$ cat src/rtl/fifo_wr_arbiter.sv
`default_nettype none
// ============================================================================
// Module   : fifo_wr_arbiter
// Purpose  : Round-robin, grant-locked burst arbiter that shares the byte
//            write port of the 8-in/16-out packing FIFO between two producers.
//            Bursts are even-length, so a packed 16-bit word never mixes
//            bytes from both sources.
// Revision : 1.0 - initial release
// ============================================================================
module fifo_wr_arbiter #(
    parameter int DATA_W    = 8,
    parameter int BURST_LEN = 2,
    parameter int CNT_W     = 4
) (
    input  logic              clk,
    input  logic              rst,
    input  logic              src0_valid,
    input  logic [DATA_W-1:0] src0_data,
    output logic              src0_enable,
    input  logic              src1_valid,
    input  logic [DATA_W-1:0] src1_data,
    output logic              src1_enable,
    output logic              fifo_valid,
    output logic [DATA_W-1:0] fifo_data,
    input  logic              fifo_enable,
    output logic [1:0]        grant,
    output logic              busy,
    output logic              burst_done
);

    localparam logic [0:0]       c_IDLE      = 1'b0;
    localparam logic [0:0]       c_BURST     = 1'b1;
    localparam logic [CNT_W-1:0] c_LAST_BEAT = CNT_W'(BURST_LEN - 1);
    localparam logic [CNT_W-1:0] c_ONE       = CNT_W'(1);

    logic [0:0]       r_state;
    logic             r_owner;
    logic             r_last_owner;
    logic [CNT_W-1:0] r_beat;
    logic             r_burst_done;

    logic [0:0]       w_state_nxt;
    logic             w_owner_nxt;
    logic             w_last_owner_nxt;
    logic [CNT_W-1:0] w_beat_nxt;
    logic             w_burst_done_nxt;

    logic             w_owner_valid;
    logic             w_beat_evt;

    // Owner's request and the write event shared with the FIFO.
    assign w_owner_valid = r_owner ? src1_valid : src0_valid;
    assign w_beat_evt    = (r_state == c_BURST) && w_owner_valid && fifo_enable;

    // State register: async reset abandons any burst in flight.
    always_ff @(posedge clk or posedge rst) begin
        if (rst) begin
            r_state      <= c_IDLE;
            r_owner      <= 1'b0;
            r_last_owner <= 1'b1;   // src0 wins the first tie
            r_beat       <= '0;
            r_burst_done <= 1'b0;
        end else begin
            r_state      <= w_state_nxt;
            r_owner      <= w_owner_nxt;
            r_last_owner <= w_last_owner_nxt;
            r_beat       <= w_beat_nxt;
            r_burst_done <= w_burst_done_nxt;
        end
    end

    // Next state: arbitrate in IDLE, count beats in BURST, no preemption.
    always_comb begin
        w_state_nxt      = r_state;
        w_owner_nxt      = r_owner;
        w_last_owner_nxt = r_last_owner;
        w_beat_nxt       = r_beat;
        w_burst_done_nxt = 1'b0;
        case (r_state)
            c_IDLE: begin
                if (src0_valid && src1_valid) begin
                    w_state_nxt = c_BURST;
                    w_owner_nxt = ~r_last_owner;
                    w_beat_nxt  = '0;
                end else if (src0_valid) begin
                    w_state_nxt = c_BURST;
                    w_owner_nxt = 1'b0;
                    w_beat_nxt  = '0;
                end else if (src1_valid) begin
                    w_state_nxt = c_BURST;
                    w_owner_nxt = 1'b1;
                    w_beat_nxt  = '0;
                end
            end
            c_BURST: begin
                if (w_beat_evt) begin
                    if (r_beat == c_LAST_BEAT) begin
                        w_state_nxt      = c_IDLE;
                        w_last_owner_nxt = r_owner;
                        w_beat_nxt       = '0;
                        w_burst_done_nxt = 1'b1;
                    end else begin
                        w_beat_nxt = r_beat + c_ONE;
                    end
                end
            end
            default: begin
                w_state_nxt = c_IDLE;
            end
        endcase
    end

    // Outputs: steer the owner's byte to the FIFO; enables follow fifo_enable
    // only, never the sources' valids, so no combinational loop can form.
    always_comb begin
        fifo_valid  = 1'b0;
        fifo_data   = '0;
        src0_enable = 1'b0;
        src1_enable = 1'b0;
        grant       = 2'b00;
        busy        = 1'b0;
        if (r_state == c_BURST) begin
            busy       = 1'b1;
            fifo_valid = w_owner_valid;
            if (r_owner) begin
                fifo_data   = src1_data;
                src1_enable = fifo_enable;
                grant       = 2'b10;
            end else begin
                fifo_data   = src0_data;
                src0_enable = fifo_enable;
                grant       = 2'b01;
            end
        end
    end

    assign burst_done = r_burst_done;

endmodule
`default_nettype wire
$ cat config.mk
export PLATFORM = sky130hd
export DESIGN_NAME = fifo_wr_arbiter
export DESIGN_NICKNAME = d
export VERILOG_FILES = /design/src/rtl/fifo_wr_arbiter.sv
export SDC_FILE = /design/constraint.sdc
export NUM_CORES = 1
export LEC_CHECK = 0
export ABC_AREA = 1
export BUFFER_PORTS_ARGS = -buffer_cell sky130_fd_sc_hd__buf_2
export CAP_MARGIN = 30
export CORE_MARGIN = 1.5
export CORE_UTILIZATION = 40
export CTS_BUF_LIST = sky130_fd_sc_hd__clkbuf_4 sky130_fd_sc_hd__clkbuf_8 sky130_fd_sc_hd__clkbuf_16
export CTS_CLUSTER_SIZE = 40
export DETAILED_ROUTE_END_ITERATION = 6
export PLACE_DENSITY = 0.76
export REMOVE_ABC_BUFFERS = 1
export SKIP_LAST_GASP = 1
export SYNTH_ARGS = -nofsm -noshare
export SYNTH_HDL_FRONTEND = slang
export SYNTH_SLANG_ARGS = --single-unit
$ cat constraint.sdc
create_clock -name clk -period 1.4 [get_ports clk]
set_input_delay 0.28 -clock clk [delete_from_list [all_inputs] [get_ports clk]]
set_output_delay 0.28 -clock clk [all_outputs]
set_load 0.02 [all_outputs]
# Word level (Yosys, flattened, before mapping)
# Index checks and enable logic that the tools add are counted.
[word_totals] latchBits=0 ff_bits=8 out_inout_bits=15 word_cells=47 mem_bits_rw=0 n_memories=0 mem_bits_ro=0 in_bits=21
[op_classes] reduce_logical=7 n_shift=0 mul=0 n_div=0 eq_ne=3 n_addsub=1 bitwise=2 n_lt_le_gt_ge=0 n_mux=29
[op_table] operator="$mux W4" n=5
[op_table] operator="$mux W1" n=18
[op_table] operator="$mux W8" n=2
[op_table] operator="$pmux W4 S2" n=1
[op_table] operator="$add A4 B1 Y4 const B" n=1
[op_table] operator="$eq A4 B1 Y1 const B" n=1
[op_table] operator="$mux W2" n=2
[op_table] operator="$ne A4 B4 Y1 const B" n=1
[op_table] operator="$reduce_and A2 Y1" n=2
[op_table] operator="$logic_and A1 B1 Y1" n=3
[op_table] operator="$reduce_and A3 Y1" n=1
[op_table] operator="$reduce_bool A3 Y1" n=1
[op_table] operator="$ne A2 B1 Y1 const B" n=1
[op_table] operator="$not A1 Y1" n=2
[op_table] operator="$pmux W1 S2" n=1

# Depth between registers and ports, before layout
# Gate-level depths: netlist of run 1.
[logic_depth] word_depth=5 ltp_mapped=7 ltp_nobuf=7

# Least setup slack after synthesis of run 1
# OpenSTA, ideal clock, no wires.
[synth_timing] path_type="register to output" start="register r_state" end="output fifo_data[0]" stages_incl_launch_ff=4 setup_slack_ns=0.030 required_time_ns=1.120 n_path_buf=0 arrival_ns=1.090 path_cell_list="dfrtp_1 nand2_1 inv_2 a22o_1"
[synth_via] elab_chain_len=1
[synth_lines] item="from (decl)" line="36" rtl="logic [0:0] r_state;"
[synth_lines] item="from (signal assigned)" line="58" rtl="r_state <= c_IDLE;"
[synth_lines] item="from (signal assigned)" line="64" rtl="r_state <= w_state_nxt;"
[synth_lines] item="$mux W8" line="122" rtl="if (r_state == c_BURST) begin"
[synth_lines] item="to (decl)" line="24" rtl="output logic [DATA_W-1:0] fifo_data,"
# Every way passes these cells.

# Final worst setup path of run 1
[layout_timing] start="register r_owner" end="output fifo_data[2]"
[layout_via] elab_chain_len=2
[layout_lines] item="from (decl)" line="37" rtl="logic r_owner;"
[layout_lines] item="from (signal assigned)" line="65" rtl="r_owner <= w_owner_nxt;"
[layout_lines] item="$mux W8" line="125" rtl="if (r_owner) begin"
[layout_lines] item="$mux W8" line="122"
# Every way passes these cells.

==> reports/metrics.yaml, run 1 <==
status: "complete, but fails checks"
violations: "setup timing"
rows: 13
cts_root_buf: "clkbuf_4"
rsz0062_at_grt: "yes"
critPathLaunchType: "register"
clk_latency_ns: 0.25
hp-class: "in2reg"
die-area_um2: 1660
use_met2_pct: 39.7
clockBufferDepth: 2
crit_type: "reg2out"
p_int_mw: 1.13
max_freq_ghz: 0.641
cp_slowest_cell: "dfrtp_2"
grt_start_max_net_pins: 10
setup_slack_ns: -0.159
dpl_worst_slack_ns: 0.0765
clock_skew_ns: 0.00429
drtAntennaViolNets: 0
path_cells: "inv_2, nand2_4, clkinvlp_4, a22o_1, buf_6"
slowest_delay_ns: 0.41
use_met3_pct: 3.26
finalSetupViolCount: 10
power.leakage_nw: 0.550
cts_tree: "done"
combPwrFrac_pct: 70.3
ios: 36
grt_pass1_wl_um: 2120
wirelength_um: 1830
timing.rr.start: "r_owner"
syn_area_per_cell_um2: 7.80
grt.busiest_layer: "met2"
place_congestion: 0.860
synthCells: 73
p_switching_mw: 0.981
critPathLaunch: "r_owner"
post-route-util_pct: 74.5
io_buffers: 35
most-common-layout-cells: "buf_2, nand2_1, buf_6"
drt_iter0_drc: 7
final_common_cell: "buf_2"
mappedNetlistArea_um2: 569
min_from: "src1_valid"
nNetsFinal: 146
slew_headroom_pct: 76.4
avgRoutedWirePerCell_um: 13.4
clkTransAtPathRegs_ns: 0.05
critPathCaptureType: "primary output"
p_clk_share_pct: 9.5
p_total_mw: 2.11
placed_cells: 125
ys_seq_area_share_pct: 35.4
path_buf_inv: 3
firstDrtPassIters: 4
cap_violations: 0
crit_required_ns: 1.12
drc: 0
cp_top_family: "flip-flops"
fin_crit_sh_pct: 111
via_count: 684
area_growth_pct: 72.5
yosysWarnings: 0
initial_utilization_pct: 43.2
period_needed_ns: 1.56
grt_antenna_before_repair: 0
clock-sinks: 8
p_seq_share_pct: 20.2
grt_pass1_vias: 556
via_per_inst: 4.99
final_area_um2: 982
hold_viol: 0
coreArea_um2: 1320
place_area_um2: 778
synth_cell_types: 16
cp.arrival_ns: 1.28
diodes: 0
cp_max_fo: 4
switching_share_pct: 46.5
drive_gt1_share_pct: 52.5
tightest_slew_ns: 0.352
fin_cells: 137
track_usage_pct: 20.0
htree_levels: 1
cts_buffers: 3
grtUsageMet1_pct: 20.4
fp.dieW_um: 40.7
ys_ff_latch: 8
slew_violations: 0
gr-total-overflow: 0
vdd.ir_drop.worst_uv: 1060
die_height_um: 40.7
place_hpwl_um: 1100
powerDensity_nw_per_um2: 2150
-- stage by stage --
step           hold slack [ns]  setup TNS [ns]
2_1_floorplan           0.0949               0
3_3_place_gp             0.226               0
3_5_place_dp             0.229               0
4_1_cts                  0.324          -0.787
5_1_grt                  0.347           -1.36
6_report                 0.339          -0.892
-- state kept, by name, summed over array words and instances, names as in the netlist --
register,count
r_state,1
r_owner,1
burst_done,1
r_beat,4
r_last_owner,1
-- kinds of logic after synthesis --
logic type               count (synthesis)  share of synthesized area [%]
AO/OA/AOI/OAI                           10                           14.1
flip-flops                               8                           35.4
buffers and inverters                   12                           7.91
XOR/XNOR                                 1                           1.54
adder cells (fa/ha/maj)                  2                           4.39
AND/OR/NAND/NOR                         40                           36.7
-- power by group through the flow --
stage	clock network, mW	logic, mW	registers [mW]
3_3_place_gp	0	1.03	0.413
3_5_place_dp	0	1.05	0.417
4_1_cts	0.210	1.32	0.411
2_1_floorplan	0	0.716	0.430
6_report	0.201	1.48	0.426
5_1_grt	0.220	1.61	0.433
-- worst reg2reg max path, stage by stage, from the launching register on --
cell	delay (ns)
dfrtp_2	0.44
inv_2	0.10
buf_6	0.11
nand3_4	0.07
nand2_4	0.07
buf_4	0.10
buf_4	0.14
nand2_4	0.06
nand3_1	0.09
nand2_1	0.06
-- cell usage after synthesis --
master	instances	share of area, %
nand3_4	1	3.1
ha_1	2	4.4
nand4_1	4	4.4
xnor2_1	1	1.5
inv_2	4	2.6
nand2_4	2	4.0
a21oi_1	1	0.88
nor2_1	6	4.0
dfrtp_1	7	31
o21ai_1	1	0.88
nand2_1	19	13
nand3_1	6	5.3
dfstp_2	1	4.6
inv_1	8	5.3
a22o_1	8	12
nand3_2	2	3.5
-- timing repair --
item	4_1_cts	5_1_grt
endpoints found under the hold margin	7	0
pin swaps	2	4
hold buffers	1	0
endpoints found under the setup margin	11	12
gates cloned	1	0
resized for setup	22	13
buffers inserted	4	2
-- cell type report --
type	count	area, um2
clock buffer	4	30.0
timing repair buffer	44	314
fill	96	335
timing repair inverter	1	7.51
multi-input combinational	53	360
tap	15	18.8
inverter	12	47.5
sequential	8	204
-- layer usage --
layer | part of all wire, % | routed length [um]
met1 | 39 | 709
met2 | 58 | 1060
met3 | 3.4 | 62
met4 | 0 | 0
met5 | 0 | 0
-- worst paths after layout --
| kind | to | slack, ns | cells after the start |
|---|---|---|---|
| min reg2reg | r_last_owner | 0.48 | 2 |
| max reg2reg | r_beat[0] | 0.07 | 9 |
| max in group asynchronous | r_last_owner | 0.61 | 3 |
| min | r_owner | 0.34 | 3 |
| min in group asynchronous | r_beat[1] | 0.51 | 3 |
| max | fifo_data[2] | -0.16 | 5 |
(Power assumes the default switching activity.)
==> inputs of run 2 (changes only) <==
- CORE_UTILIZATION: 40 -> 43
- PLACE_DENSITY: 0.76 -> 0.81
- clock period: 1.4 -> 2 ns (I/O delays scaled with it)
==> run 2 against run 1 <==
Effect of this change: the run now ends clean; global-route usage up 1.4 points; critical path depth unchanged; clock power down 25%; power down 46%; final cell count down 8.0%; die area down 6.5%; combinational power down 53%; utilization down 6.9 points; critical path type unchanged; largest cell class unchanged.
==> reports/metrics.yaml, run 2 (synthesized netlist as in run 1, its figures left out) <==
dr_wl_met3_um: 61
cp_max_fo: 9
grt_start_max_net_pins: 10
wl_met2_um: 736
critPathCaptureType: "primary output"
placed_cells: 122
gr-total-overflow: 0
powerDensity_nw_per_um2: 1440
cts_tree: "done"
slew_headroom_pct: 74.6
multiInputGateArea_um2: 323
finalSetupViolCount: 0
rows: 12
most-common-layout-cells: "buf_2, nand2_1, inv_1, a22o_1, dfrtp_1"
io_buffers: 35
clk_latency_ns: 0.27
slew_violations: 0
coreArea_um2: 1170
drt_iter0_drc: 8
setup_slack_ns: 0.294
final_common_cell: "buf_2"
hp-class: "in2async"
die_height_um: 39.4
drc: 0
cts_buffers: 3
fin_crit_sh_pct: 85.3
status: "completed"
top_layer: "met4"
area_growth_pct: 39.1
die-area_um2: 1550
htree_levels: 1
max_freq_ghz: 0.586
cp.arrival_ns: 1.31
wirelength_um: 1380
fin_cells: 126
initial_utilization_pct: 48.6
power.leakage_nw: 0.485
cts_setup_buffers: 0
grt_pass1_wl_um: 2180
cts_root_buf: "clkbuf_4"
vdd.ir_drop.worst_uv: 870
hold_viol: 0
dpl_worst_slack_ns: 0.560
place_hpwl_um: 1140
clockBufferDepth: 2
largest-register: "r_beat"
grt_antenna_before_repair: 0
via_count: 612
cts_hold_buf: 0
crit_required_ns: 1.60
crit_type: "reg2out"
fp.dieW_um: 39.4
fill_cells: 114
rsz0062_at_grt: "no"
grt_pass1_vias: 553
avgRoutedWirePerCell_um: 10.9
ff_latch_area_um2: 201
track_usage_pct: 21.4
drtAntennaViolNets: 0
period_needed_ns: 1.71
place_congestion: 0.780
post_cts_resized: 0
setup_tns_ns: 0
hold_ws_ns: 0.0719
wl_met1_um: 572
tightest_slew_ns: 0.378
diodes: 0
critPathLaunchType: "register"
clock-sinks: 8
clock_skew_ns: 0.0113
via_per_inst: 4.86
largest_reg_flops: 4
firstDrtPassIters: 4
nNetsFinal: 136
cap_violations: 0
ios: 36
clkTransAtPathRegs_ns: 0.06
drive_gt1_share_pct: 43.8
-- run 2: worst paths after layout --
path / from / to / slack (ns) / cells after the start
max: r_owner / fifo_data[5] / 0.29 / 5
min: rst / burst_done / 0.07 / 2
max reg2reg: r_beat[1] / r_state / 0.73 / 7
min reg2reg: r_last_owner / r_last_owner / 0.47 / 2
max in group asynchronous: rst / r_last_owner / 1.63 / 2
min in group clk: src1_valid / r_owner / 0.43 / 3
-- run 2: stage by stage --
step,utilization (%),area [um2],total power [mW]
final,67.6,792,1.14
after CTS,67.6,792,1.16
after detailed placement,65.1,762,1.00
after global placement,65.1,762,0.987
after global routing,67.6,792,1.26
after floorplan,-,569,0.802
-- run 2: cell type report --
cell class / count / share of cell area, %
multi-input cells: 53 / 40.8
repair buffers: 35 / 22.1
well taps: 14 / 2.21
inverters: 12 / 5.69
clock buffers: 4 / 3.79
flip-flops and latches: 8 / 25.4
-- run 2: where the power goes --
| part | internal (mW) | total [mW] | switching (mW) |
|---|---|---|---|
| sequential | 0.229 | 0.305 | 0.0753 |
| clock | 0.0901 | 0.150 | 0.0596 |
| combinational | 0.250 | 0.690 | 0.440 |
| total | 0.569 | 1.14 | 0.575 |
-- run 2: critical path, cell delays in order (launching register included) --
cell and delay, ns:
dfrtp_1 0.43, inv_1 0.10, nand2_1 0.08, inv_2 0.14, a22o_1 0.14, buf_2 0.15
-- run 2: metal layers --
| layer | global-route usage, % | up-vias |
|---|---|---|
| met5 | 0 | - |
| met4 | 2.59 | 0 |
| met3 | 10.2 | 2 |
| met2 | 35.4 | 10 |
| met1 | 25.8 | 277 |
| li1 | - | 323 |
